===== src/rtl/lcd_pixel_gen_if.sv =====
// rtl/lcd_pixel_gen_if.sv - RGB565 pixel stream between pattern source and LCD SPI writer
// Signals:
//   pix_valid  source -> sink  pix_data holds a valid pixel
//   pix_ready  sink -> source  sink accepts the pixel this cycle
//   pix_data   source -> sink  RGB565 pixel, R[15:11] G[10:5] B[4:0]
//   pix_sof    source -> sink  marks pixel (0,0)
//   pix_last   source -> sink  marks the final pixel of the frame
interface lcd_pixel_gen_if;
  logic        pix_valid;
  logic        pix_ready;
  logic [15:0] pix_data;
  logic        pix_sof;
  logic        pix_last;

  modport master (
    output pix_valid,
    output pix_data,
    output pix_sof,
    output pix_last,
    input  pix_ready
  );

  modport slave (
    input  pix_valid,
    input  pix_data,
    input  pix_sof,
    input  pix_last,
    output pix_ready
  );
endinterface


===== src/rtl/lcd_pixel_gen.sv =====
// rtl/lcd_pixel_gen.sv - one-frame RGB565 test-pattern source for the LCD SPI writer
// Ports:
//   clk, rst_n  clock; asynchronous active-low reset
//   start       one-cycle frame request, accepted only in IDLE
//   mode        pattern select (0 bands, 1 checker, 2 gradient, 3 solid), latched at start
//   pix         lcd_pixel_gen_if.master pixel stream (valid/ready, sof, last)
//   busy        frame in progress
//   done        one-cycle pulse after the last pixel transfer
// Optional build macro: LCD_PIXEL_BORDER_EN forces the one-pixel window border
// to white in modes 0..2.
module lcd_pixel_gen #(
  parameter int          WIDTH      = 240,
  parameter int          HEIGHT     = 135,
  parameter logic [15:0] FILL_COLOR = 16'hFFFF
) (
  input  logic                   clk,
  input  logic                   rst_n,
  input  logic                   start,
  input  logic [1:0]             mode,
  lcd_pixel_gen_if.master        pix,
  output logic                   busy,
  output logic                   done
);

  localparam int XW = $clog2(WIDTH);
  localparam int YW = $clog2(HEIGHT);
  localparam logic [XW-1:0] X_LAST = XW'(WIDTH - 1);
  localparam logic [YW-1:0] Y_LAST = YW'(HEIGHT - 1);

  typedef enum logic [1:0] {
    IDLE = 2'd0,
    RUN  = 2'd1,
    DONE = 2'd2
  } state_t;

  state_t        state, state_n;
  logic [XW-1:0] x, x_n;
  logic [YW-1:0] y, y_n;
  logic [1:0]    mode_q, mode_n;
  logic          valid_q, valid_n;
  logic [15:0]   data_q, data_n;
  logic          sof_q, sof_n;
  logic          last_q, last_n;
  logic          busy_q, busy_n;
  logic          done_q, done_n;

  logic [XW-1:0] x_inc;
  logic [YW-1:0] y_inc;

  function automatic logic [15:0] pixel(input logic [1:0] m,
                                        input logic [XW-1:0] px,
                                        input logic [YW-1:0] py);
    logic [7:0]  x8;
    logic [7:0]  y8;
    logic [15:0] p;
    x8 = 8'(px);
    y8 = 8'(py);
    case (m)
      2'd0: begin
        if (32'(py) < 32'(HEIGHT / 3))
          p = 16'h001F;
        else if (32'(py) < 32'((2 * HEIGHT) / 3))
          p = 16'h07E0;
        else
          p = 16'hF800;
      end
      2'd1:    p = (px[3] ^ py[3]) ? 16'hFFFF : 16'h0000;
      2'd2:    p = {x8[7:3], y8[7:2], ~x8[7:3]};
      default: p = FILL_COLOR;
    endcase
`ifdef LCD_PIXEL_BORDER_EN
    if ((m != 2'd3) &&
        ((px == '0) || (px == X_LAST) || (py == '0) || (py == Y_LAST)))
      p = 16'hFFFF;
`endif
    return p;
  endfunction

  // Raster advance: x runs fastest, y steps when x wraps.
  assign x_inc = (x == X_LAST) ? '0 : x + 1'b1;
  assign y_inc = (x == X_LAST) ? y + 1'b1 : y;

  always_ff @(posedge clk or negedge rst_n) begin
    if (!rst_n) begin
      state   <= IDLE;
      x       <= '0;
      y       <= '0;
      mode_q  <= 2'd0;
      valid_q <= 1'b0;
      data_q  <= 16'h0000;
      sof_q   <= 1'b0;
      last_q  <= 1'b0;
      busy_q  <= 1'b0;
      done_q  <= 1'b0;
    end else begin
      state   <= state_n;
      x       <= x_n;
      y       <= y_n;
      mode_q  <= mode_n;
      valid_q <= valid_n;
      data_q  <= data_n;
      sof_q   <= sof_n;
      last_q  <= last_n;
      busy_q  <= busy_n;
      done_q  <= done_n;
    end
  end

  always_comb begin
    state_n = state;
    x_n     = x;
    y_n     = y;
    mode_n  = mode_q;
    valid_n = valid_q;
    data_n  = data_q;
    sof_n   = sof_q;
    last_n  = last_q;
    busy_n  = busy_q;
    done_n  = 1'b0;
    case (state)
      IDLE: begin
        if (start) begin
          state_n = RUN;
          mode_n  = mode;
          x_n     = '0;
          y_n     = '0;
          busy_n  = 1'b1;
          valid_n = 1'b1;
          sof_n   = 1'b1;
          last_n  = (WIDTH == 1) && (HEIGHT == 1);
          // Uses the live mode input: the latched copy is not loaded yet.
          data_n  = pixel(mode, '0, '0);
        end
      end
      RUN: begin
        if (valid_q && pix.pix_ready) begin
          if (last_q) begin
            state_n = DONE;
            valid_n = 1'b0;
            sof_n   = 1'b0;
            last_n  = 1'b0;
            busy_n  = 1'b0;
            done_n  = 1'b1;
          end else begin
            x_n    = x_inc;
            y_n    = y_inc;
            sof_n  = 1'b0;
            last_n = (x_inc == X_LAST) && (y_inc == Y_LAST);
            data_n = pixel(mode_q, x_inc, y_inc);
          end
        end
      end
      DONE: begin
        state_n = IDLE;
      end
      default: begin
        state_n = IDLE;
      end
    endcase
  end

  assign pix.pix_valid = valid_q;
  assign pix.pix_data  = data_q;
  assign pix.pix_sof   = sof_q;
  assign pix.pix_last  = last_q;
  assign busy          = busy_q;
  assign done          = done_q;

endmodule


===== src/flat_wrapper.sv =====
// flat-port wrapper written by rule: the top's interface ports become plain ports
module lcd_pixel_gen_flat 
#(
  parameter int          WIDTH      = 240,
  parameter int          HEIGHT     = 135,
  parameter logic [15:0] FILL_COLOR = 16'hFFFF
)
  (clk, rst_n, start, mode, busy, done, pix_pix_valid, pix_pix_data, pix_pix_sof, pix_pix_last, pix_pix_ready);
  lcd_pixel_gen_if pix_i ();
  input  logic clk;
  input  logic rst_n;
  input  logic start;
  input  logic [1:0] mode;
  output logic busy;
  output logic done;
  output wire logic [$bits(pix_i.pix_valid)-1:0] pix_pix_valid;
  output wire logic [$bits(pix_i.pix_data)-1:0] pix_pix_data;
  output wire logic [$bits(pix_i.pix_sof)-1:0] pix_pix_sof;
  output wire logic [$bits(pix_i.pix_last)-1:0] pix_pix_last;
  input wire logic [$bits(pix_i.pix_ready)-1:0] pix_pix_ready;
  assign pix_pix_valid = pix_i.pix_valid;
  assign pix_pix_data = pix_i.pix_data;
  assign pix_pix_sof = pix_i.pix_sof;
  assign pix_pix_last = pix_i.pix_last;
  assign pix_i.pix_ready = pix_pix_ready;
  lcd_pixel_gen #(.WIDTH(WIDTH), .HEIGHT(HEIGHT), .FILL_COLOR(FILL_COLOR)) u_core (.clk(clk), .rst_n(rst_n), .start(start), .mode(mode), .pix(pix_i), .busy(busy), .done(done));
endmodule

===== config.mk =====
export PLATFORM = sky130hd
export DESIGN_NAME = lcd_pixel_gen_flat
export DESIGN_NICKNAME = d
export VERILOG_FILES = /design/src/rtl/lcd_pixel_gen_if.sv /design/src/rtl/lcd_pixel_gen.sv /design/src/flat_wrapper.sv
export SDC_FILE = /design/constraint.sdc
export NUM_CORES = 1
export LEC_CHECK = 0
export CAP_MARGIN = 10
export CORE_ASPECT_RATIO = 0.7
export CORE_UTILIZATION = 40
export DETAILED_ROUTE_END_ITERATION = 6
export PLACE_DENSITY_LB_ADDON = 0.2
export SLEW_MARGIN = 20
export SYNTH_ARGS = -nofsm -noshare
export SYNTH_HDL_FRONTEND = slang
export SYNTH_SLANG_ARGS = --single-unit

===== constraint.sdc =====
create_clock -name clk -period 2.9 [get_ports clk]
set_clock_uncertainty 0.15 [all_clocks]
set_input_delay 0.87 -clock clk [delete_from_list [all_inputs] [get_ports clk]]
set_output_delay 0.87 -clock clk [all_outputs]
set_load 0.03 [all_outputs]

==> results of run 1 <==
==> Yosys cell counts (2+ instances only) <==
master	count
clkbuf_1	13
nor4_4	2
nand2b_1	5
buf_4	4
or2_2	2
nand4_1	4
mux2_2	2
a31oi_1	14
nand3_1	16
o21ai_0	30
dfrtp_1	40
nor3_1	8
a21oi_1	14
and3_1	3
a21o_1	2
nor4_1	3
o2111ai_1	2
a211oi_1	2
xor2_1	5
a221oi_2	2
inv_1	7
nor2_1	8
o31ai_1	4
ha_1	3
nand2_1	41
or3_1	5
xnor2_1	5
a311oi_1	2
o211ai_1	2
buf_2	4
==> layout make-up <==
| class | instances | area [um^2] | area share, % |
|---|---|---|---|
| clock buffer | 5 | 68.8 | 2.30 |
| sequential | 40 | 1000 | 33.5 |
| tap | 75 | 93.8 | 3.14 |
| multi-input combinational | 208 | 1290 | 43.1 |
| inverter | 7 | 26.3 | 0.879 |
| clock inverter | 3 | 46.3 | 1.55 |
| timing repair buffer | 54 | 465 | 15.6 |
==> layer usage <==
metal,up-vias,wire length [um]
met5,-,0
met4,0,70
met3,10,400
met2,77,2560
met1,1109,3600
li1,1096,-
==> power by group through the flow <==
stage / logic (mW) / clock network [mW] / registers (mW)
finish: 0.807 / 0.483 / 0.821
global route: 0.869 / 0.521 / 0.843
CTS: 0.807 / 0.499 / 0.818
detailed placement: 0.805 / 0 / 0.827
global placement: 0.798 / 0 / 0.828
floorplan: 0.301 / 0 / 0.980
==> state kept, by name, indices dropped and copies added (netlist names), 2 cells and up <==
signal,flops
u_core.y,8
u_core.x,8
u_core.mode_q,2
u_core.pix.pix_data,16
u_core.state,2
==> metrics by stage <==
stage / power [mW] / utilization [%] / worst slack [ns] / instances
after CTS: 2.12 / 51.7 / 0.239 / 392
after global routing: 2.23 / 51.7 / 0.0588 / 392
final: 2.11 / 51.7 / 0.244 / 392
after global placement: 1.63 / 49.7 / 0.0950 / 384
after floorplan: 1.28 / - / 0.425 / 277
after detailed placement: 1.63 / 49.7 / 0.0287 / 384
==> worst max-delay path: stages, from the launching register on <==
cell	delay, ns
dfrtp_1	0.42
ha_1	0.20
nand4_2	0.13
or4_4	0.54
a221oi_2	0.34
o21ai_1	0.15
a221oi_2	0.44
o211ai_1	0.15
==> how the worst min path moves through the flow <==
stage | startpoint | end | slack (ns)
CTS | u_core.pix.pix_data[1]$_DFFE_PN0P_ | u_core.pix.pix_data[1]$_DFFE_PN0P_ | 0.36
floorplan | u_core.state[1]$_DFFE_PN0P_ | u_core.state[0]$_DFFE_PN0P_ | 0.32
detailed placement | u_core.pix.pix_data[4]$_DFFE_PN0P_ | u_core.pix.pix_data[4]$_DFFE_PN0P_ | 0.33
global route | u_core.pix.pix_data[4]$_DFFE_PN0P_ | u_core.pix.pix_data[4]$_DFFE_PN0P_ | 0.38
finish | u_core.pix.pix_data[1]$_DFFE_PN0P_ | u_core.pix.pix_data[1]$_DFFE_PN0P_ | 0.36
global placement | u_core.pix.pix_data[2]$_DFFE_PN0P_ | u_core.pix.pix_data[2]$_DFFE_PN0P_ | 0.33
==> kinds of logic (layout without fill, tap and decap cells) <==
logic type	after synthesis	in the layout	synth area share, %
simple gates	106	106	24.0
compound gates	86	86	22.8
flops	40	40	41.4
buf+inv	29	69	5.38
xor+xnor	10	10	3.62
fa+ha+maj	3	3	1.55
mux	3	3	1.35
==> flow_summary.yaml, run 1 <==
detailed_routing:
  post_drt_wl_per_cell_um: 16.9
  avgViaCountPerCell: 5.85
  drt-initial-drc-count: 172
  drcViolationCount: 0
  totalWireLength_mm: 6.63
  first_pass_iters: 5
  num_vias: 2292
  drtAntennaViolNets: 0
floorplanning:
  dieArea_um2: 6370
  pin_count: 27
  rows: 23
  coreArea_um2: 5780
  dieWidth_um: 94.9
  start_util_pct: 41.8
  die_h_um: 67.1
final_layout:
  final_common_cell: "nand2_1"
  fin_nets: 325
  n_antenna_cell: 0
  drive_gt1_share_pct: 16.4
  design_area_um2: 2990
  syn2layout_area_growth_pct: 23.6
  mostFrequentLayoutCells: "nand2_1, dfrtp_1, o21ai_0"
  num-fill-cells: 561
placed_design:
  gp_congestion: 0.832
  place.port_buffers: 26
  hpwl_mm: 4.88
  postPlaceCellArea_um2: 2870
run:
  maxCapViolCount: 0
synthesis:
  synth_area_leaders: "dfrtp_1, nand2_1, o21ai_0"
  ys_async_sr_fraction_pct: 100
  yosysSeqAreaShare_pct: 41.4
  ys.warnings.count: 0
  synth_top_area_cell: "dfrtp_1"
  syn-instance-count: 277
  syn_nets: 286
  postSynthAreaPerCell_um2: 8.73
  synth-seq-cells: 40
  ys_dominant_reg_cell: "dfrtp_1"
  synth_edf_count: 0
  syn-cell-area_um2: 2420
  synth_top_area_share_pct: 41.4
  synth.distinct_cells: 53
pwr:
  seqPwrFrac_pct: 38.9
  p_sw_mw: 0.821
  switching_share_pct: 38.9
  power.density_nw_per_um2: 706
  clkPwrFrac_pct: 22.9
  p_leak_nw: 1.31
  ir_drop_mv: 0.446
  combPwrFrac_pct: 38.2
  p_int_mw: 1.29
timing:
  hold_viol_final: 0
  finalCritPeriodShare_pct: 91.6
  fmax_ghz: 0.376
  slew_viol_final: 0
  slew-limit-headroom_pct: 57.5
  setup_viol: 0
  fin_tns_setup_ns: 0
  rsz0062_at_grt: "false"
  min_period_ns: 2.66
  worstMarginPinSlew_ns: 0.622
  holdWs_ns: 0.363
global_routing:
  use_met1_pct: 37.9
  antenna_found_initial: 0
  grt_use_total_pct: 23.6
  met3_usage_pct: 4.34
  grt_pass1_wl_mm: 11.1
  top_usage_layer: "met1"
  grt_max_degree: 23
  grt_pass1_vias: 2042
  grt.overflow.total: 0
  grt_use_met2_pct: 30.8
critical_path:
  path_max_fanout: 5
  r2r_start: "u_core.x[1]$_DFFE_PN0P_"
  arrival_ns: 2.67
  cp-end-kind: "register"
  rrSetupSlack_ns: 0.24
  worstSetupStartpointType: "register"
  r2r_end: "u_core.pix.pix_data[3]$_DFFE_PN0P_"
  worstRegToRegCells: 7
  crit_start: "u_core.x[1]$_DFFE_PN0P_"
  worstPathRequired_ns: 2.92
  critPathKind: "reg2reg"
  crit_end: "u_core.pix.pix_data[3]$_DFFE_PN0P_"
cts:
  clockRootBuffer: "clkbuf_8"
  cts_tree: "yes"
  cts-buffers-inserted: 5
  clkSinkCount: 40
  htreeDepth: 2
  hold_buffers: 0
  clk_pin_slew_ns: 0.09
  cts_setup_buffers: 0
  ctsResizeCount: 0
  ctsLongestPathBuffers: 2
  clock_latency_ns: 0.30
status:
  status: "completed"
hold_path:
  hold_path_depth: 2
  hold_class: "reg2reg"
Note: power is estimated with default switching activity, not from simulation.
==> run 2: changes to the inputs <==
- CORE_ASPECT_RATIO: 0.7 -> 1.4
==> flow_summary.yaml, run 2 (same netlist as run 1, synthesis figures left out) <==
final_layout:
  drive_gt1_share_pct: 14.8
  final_common_cell: "nand2_1"
  mostFrequentLayoutCells: "nand2_1, dfrtp_1, o21ai_0"
  largest_reg_flops: 16
  utilization_pct: 50.4
  syn2layout_area_growth_pct: 22.2
  fin_nets: 319
  n_antenna_cell: 0
detailed_routing:
  post_drt_wl_per_cell_um: 16.9
  drcViolationCount: 0
  drt-initial-drc-count: 148
  drtAntennaViolNets: 0
  num_vias: 2247
  avgViaCountPerCell: 5.90
  first_pass_iters: 4
  totalWireLength_mm: 6.44
pwr:
  power.density_nw_per_um2: 716
  ir_drop_mv: 0.454
  p_leak_nw: 1.28
critical_path:
  arrival_ns: 2.73
  slowest_stage: "or4_4"
  worstPathRequired_ns: 2.91
  cp_slowest_stage_delay_ns: 0.55
  r2r_start: "u_core.x[0]$_DFFE_PN0P_"
  worstSetupStartpointType: "register"
  critPathKind: "reg2reg"
  crit_start: "u_core.x[0]$_DFFE_PN0P_"
  path_cells: "ha_1, nand4_2, or4_4, a221oi_2, o21ai_1, a221oi_4, o211ai_1"
  cp-end-kind: "register"
  path_max_fanout: 6
cts:
  htreeDepth: 2
  cts_setup_buffers: 0
  hold_buffers: 0
  cts_tree: "yes"
  clock_latency_ns: 0.30
  clkSinkCount: 40
  clk_pin_slew_ns: 0.08
  clockRootBuffer: "clkbuf_8"
  cts-buffers-inserted: 5
  ctsLongestPathBuffers: 2
hold_path:
  worst_hold_startpoint: "u_core.pix.pix_data[2]$_DFFE_PN0P_"
  hold_class: "reg2reg"
placed_design:
  gp_congestion: 0.805
  hpwl_mm: 4.72
  place.port_buffers: 26
global_routing:
  grt_max_degree: 41
  grt_use_met2_pct: 37.0
  antenna_found_initial: 0
  top_usage_layer: "met2"
  use_met1_pct: 28.5
  met3_usage_pct: 3.16
  grt_pass1_vias: 2054
  grt.overflow.total: 0
  grt_pass1_wl_mm: 10.5
  grt_use_total_pct: 22.4
timing:
  worstMarginPinSlew_ns: 0.923
  setup_viol: 0
  hold_viol_final: 0
  min_period_ns: 2.72
  slew_viol_final: 0
  finalCritPeriodShare_pct: 93.9
  rsz0062_at_grt: "false"
  fmax_ghz: 0.367
  fin_tns_setup_ns: 0
  slew-limit-headroom_pct: 38.4
floorplanning:
  coreArea_um2: 5860
  dieWidth_um: 67.7
  rows: 33
  dieArea_um2: 6370
  die_h_um: 94.0
  start_util_pct: 41.3
  pin_count: 27
run:
  maxCapViolCount: 0
status:
  status: "completed"
==> run 2: layout make-up <==
type	instances	area [um^2]
Clock buffer	6	82.6
Inverter	7	26.3
Clock inverter	2	38.8
Tap cell	70	87.6
Multi-Input combinational cell	208	1300
Sequential cell	40	1000
Timing Repair Buffer	48	420
Fill cell	562	2910
==> run 2: critical path: cells and delay by family (launching register included) <==
| family | cells | cell delay, ns |
|---|---|---|
| DFF | 1 | 0.42 |
| AOI/OAI and AO/OA | 4 | 1.12 |
| adders and majority gates | 1 | 0.21 |
| and+or+nand+nor | 2 | 0.69 |
==> run 2: power by group <==
part,switching (mW),internal (mW)
sequential,0.138,0.690
clock,0.209,0.282
combinational,0.462,0.337
==> run 2: what timing repair did <==
item                       CTS  global route
resized for setup            0             1
setup endpoints to repair    0             1
hold endpoints to repair     0             0
==> run 2: path summary, 6_finish.rpt <==
kind / endpoint / slack (ns) / cells past startpoint
worst max-delay path: u_core.pix.pix_data[0]$_DFFE_PN0P_ / 0.18 / 7
worst min-delay path: u_core.pix.pix_data[2]$_DFFE_PN0P_ / 0.34 / 2
worst max register to register: u_core.pix.pix_data[0]$_DFFE_PN0P_ / 0.18 / 7
worst min register to register: u_core.pix.pix_data[2]$_DFFE_PN0P_ / 0.34 / 2
max in group asynchronous: u_core.y[5]$_DFFE_PN0P_ / 1.47 / 1
min in group asynchronous: u_core.y[2]$_DFFE_PN0P_ / 0.56 / 1
==> run 2: metal layers <==
| metal | part of all wire, % | routed length, um |
|---|---|---|
| met5 | 0 | 0 |
| met4 | 3.0 | 195 |
| met3 | 3.5 | 224 |
| met2 | 53 | 3380 |
| met1 | 41 | 2640 |
==> run 2: metrics by stage <==
step | cells | power [mW] | instance area, um^2 | hold slack [ns] | setup WS (ns)
floorplan | 277 | 1.28 | 2420 | 0.317 | 0.425
finish | 381 | 2.12 | 2960 | 0.344 | 0.176
detailed placement | 373 | 1.63 | 2820 | 0.328 | 0.0895
CTS | 381 | 2.13 | 2940 | 0.346 | 0.133
global route | 381 | 2.24 | 2960 | 0.366 | 0.0485
global placement | 373 | 1.62 | 2820 | 0.324 | 0.123
==> run 3: changes to the inputs <==
- MAX_ROUTING_LAYER: not set -> met4
==> flow_summary.yaml, run 3 (same netlist as run 1, synthesis figures left out) <==
floorplanning:
  rows: 33
  dieWidth_um: 67.7
  die_h_um: 94.0
  pin_count: 27
  dieArea_um2: 6370
  start_util_pct: 41.3
  coreArea_um2: 5860
global_routing:
  antenna_found_initial: 0
  grt.overflow.total: 0
  use_met1_pct: 28.6
  grt_pass1_wl_mm: 10.5
  grt_use_total_pct: 23.0
  grt_pass1_vias: 2061
  met3_usage_pct: 3.03
  top_usage_layer: "met2"
  grt_max_degree: 41
  grt_use_met2_pct: 37.0
detailed_routing:
  post_drt_wl_per_cell_um: 17.0
  totalWireLength_mm: 6.48
  first_pass_iters: 4
  drtAntennaViolNets: 0
  drcViolationCount: 0
  avgViaCountPerCell: 5.92
  drt-initial-drc-count: 142
  num_vias: 2257
pwr:
  p_leak_nw: 1.28
  switching_share_pct: 38.1
  seqPwrFrac_pct: 39.0
  clkPwrFrac_pct: 23.2
  combPwrFrac_pct: 37.8
  power_mw: 2.11
  p_int_mw: 1.31
  p_sw_mw: 0.806
  power.density_nw_per_um2: 715
  ir_drop_mv: 0.454
final_layout:
  final_cells: 381
  design_area_um2: 2960
  num-fill-cells: 562
  drive_gt1_share_pct: 14.8
  largest_reg_flops: 16
  syn2layout_area_growth_pct: 22.2
  final_common_cell: "nand2_1"
  fin_nets: 319
  mostFrequentLayoutCells: "nand2_1, dfrtp_1, o21ai_0"
  n_antenna_cell: 0
  utilization_pct: 50.4
timing:
  worstMarginPinSlew_ns: 0.920
  slew_viol_final: 0
  fmax_ghz: 0.367
  hold_viol_final: 0
  slew-limit-headroom_pct: 38.7
  rsz0062_at_grt: "false"
  fin_tns_setup_ns: 0
  setup_viol: 0
  min_period_ns: 2.72
  finalCritPeriodShare_pct: 93.9
hold_path:
  hold_class: "reg2reg"
critical_path:
  worstSetupStartpointType: "register"
  worstRegToRegCells: 7
  worstPathRequired_ns: 2.91
  cp.depth: 7
  crit_family: "compound AO/OA/AOI/OAI gates"
  slowest_stage: "or4_4"
  r2r_end: "u_core.pix.pix_data[0]$_DFFE_PN0P_"
  cp_slowest_stage_delay_ns: 0.55
  crit_start: "u_core.x[0]$_DFFE_PN0P_"
  crit_buf_inv: 0
  cp-end-kind: "register"
  path_cells: "ha_1, nand4_2, or4_4, a221oi_2, o21ai_1, a221oi_4, o211ai_1"
  path_max_fanout: 6
  r2r_start: "u_core.x[0]$_DFFE_PN0P_"
  critPathKind: "reg2reg"
  crit_end: "u_core.pix.pix_data[0]$_DFFE_PN0P_"
  arrival_ns: 2.73
  rrSetupSlack_ns: 0.18
placed_design:
  gp_congestion: 0.816
  hpwl_mm: 4.72
  dp_cells: 373
  place.port_buffers: 26
  postPlaceCellArea_um2: 2820
cts:
  ctsLongestPathBuffers: 2
  clockRootBuffer: "clkbuf_8"
  clock_latency_ns: 0.30
  clkSinkCount: 40
  hold_buffers: 0
  cts_setup_buffers: 0
  cts-buffers-inserted: 5
  cts_tree: "yes"
  clk_pin_slew_ns: 0.08
  htreeDepth: 2
run:
  maxCapViolCount: 0
status:
  status: "completed"
## run 3: cell counts in the layout (fill, tap and decap cells not counted)
Identical to the previous run, type by type.
## run 3: worst register-to-register path, delay by kind of cell (launching register included)
family                   cells  cell delay (ns)
AO/OA/AOI/OAI                4             1.13
AND/OR/NAND/NOR              2             0.69
flip-flops                   1             0.42
adder cells (fa/ha/maj)      1             0.21
## run 3: power groups by stage
stage / clock network, mW / logic [mW] / registers [mW]
after CTS: 0.504 / 0.796 / 0.826
after floorplan: 0 / 0.301 / 0.980
after global routing: 0.525 / 0.865 / 0.849
final: 0.491 / 0.799 / 0.824
after global placement: 0 / 0.788 / 0.830
after detailed placement: 0 / 0.794 / 0.838
## run 3: what timing repair did
item                                    4_1_cts  5_1_grt
endpoints found under the setup margin        0        1
endpoints found under the hold margin         0        0
gates resized for setup                       0        1
## run 3: routing by layer
metal	wire length [um]	vias to the layer above
met5	0	-
met4	195	0
met3	165	16
met2	3410	52
met1	2700	1103
li1	-	1086
## run 3: worst min path at each step
| stage | from | to | slack (ns) | cells after the start |
|---|---|---|---|---|
| final | u_core.pix.pix_data[2]$_DFFE_PN0P_ | u_core.pix.pix_data[2]$_DFFE_PN0P_ | 0.34 | 2 |
| after floorplan | u_core.state[1]$_DFFE_PN0P_ | u_core.state[0]$_DFFE_PN0P_ | 0.32 | 1 |
| after global placement | u_core.pix.pix_data[2]$_DFFE_PN0P_ | u_core.pix.pix_data[2]$_DFFE_PN0P_ | 0.32 | 2 |
| after global routing | u_core.pix.pix_data[2]$_DFFE_PN0P_ | u_core.pix.pix_data[2]$_DFFE_PN0P_ | 0.37 | 2 |
| after CTS | u_core.pix.pix_data[2]$_DFFE_PN0P_ | u_core.pix.pix_data[2]$_DFFE_PN0P_ | 0.35 | 2 |
| after detailed placement | u_core.pix.pix_data[2]$_DFFE_PN0P_ | u_core.pix.pix_data[2]$_DFFE_PN0P_ | 0.33 | 2 |
## run 3: area by class of cell
class / instances / area [um^2] / area share [%]
clock inverter: 2 / 38.8 / 1.31
tap: 70 / 87.6 / 2.96
clock buffer: 6 / 82.6 / 2.79
timing repair buffer: 48 / 420 / 14.2
multi-input combinational: 208 / 1300 / 43.9
inverter: 7 / 26.3 / 0.889
sequential: 40 / 1000 / 33.9
## run 3: through the flow
step / setup slack [ns] / hold slack [ns]
after detailed placement: 0.0895 / 0.328
after global routing: 0.0485 / 0.366
after global placement: 0.123 / 0.324
after floorplan: 0.425 / 0.317
final: 0.176 / 0.344
after CTS: 0.133 / 0.346
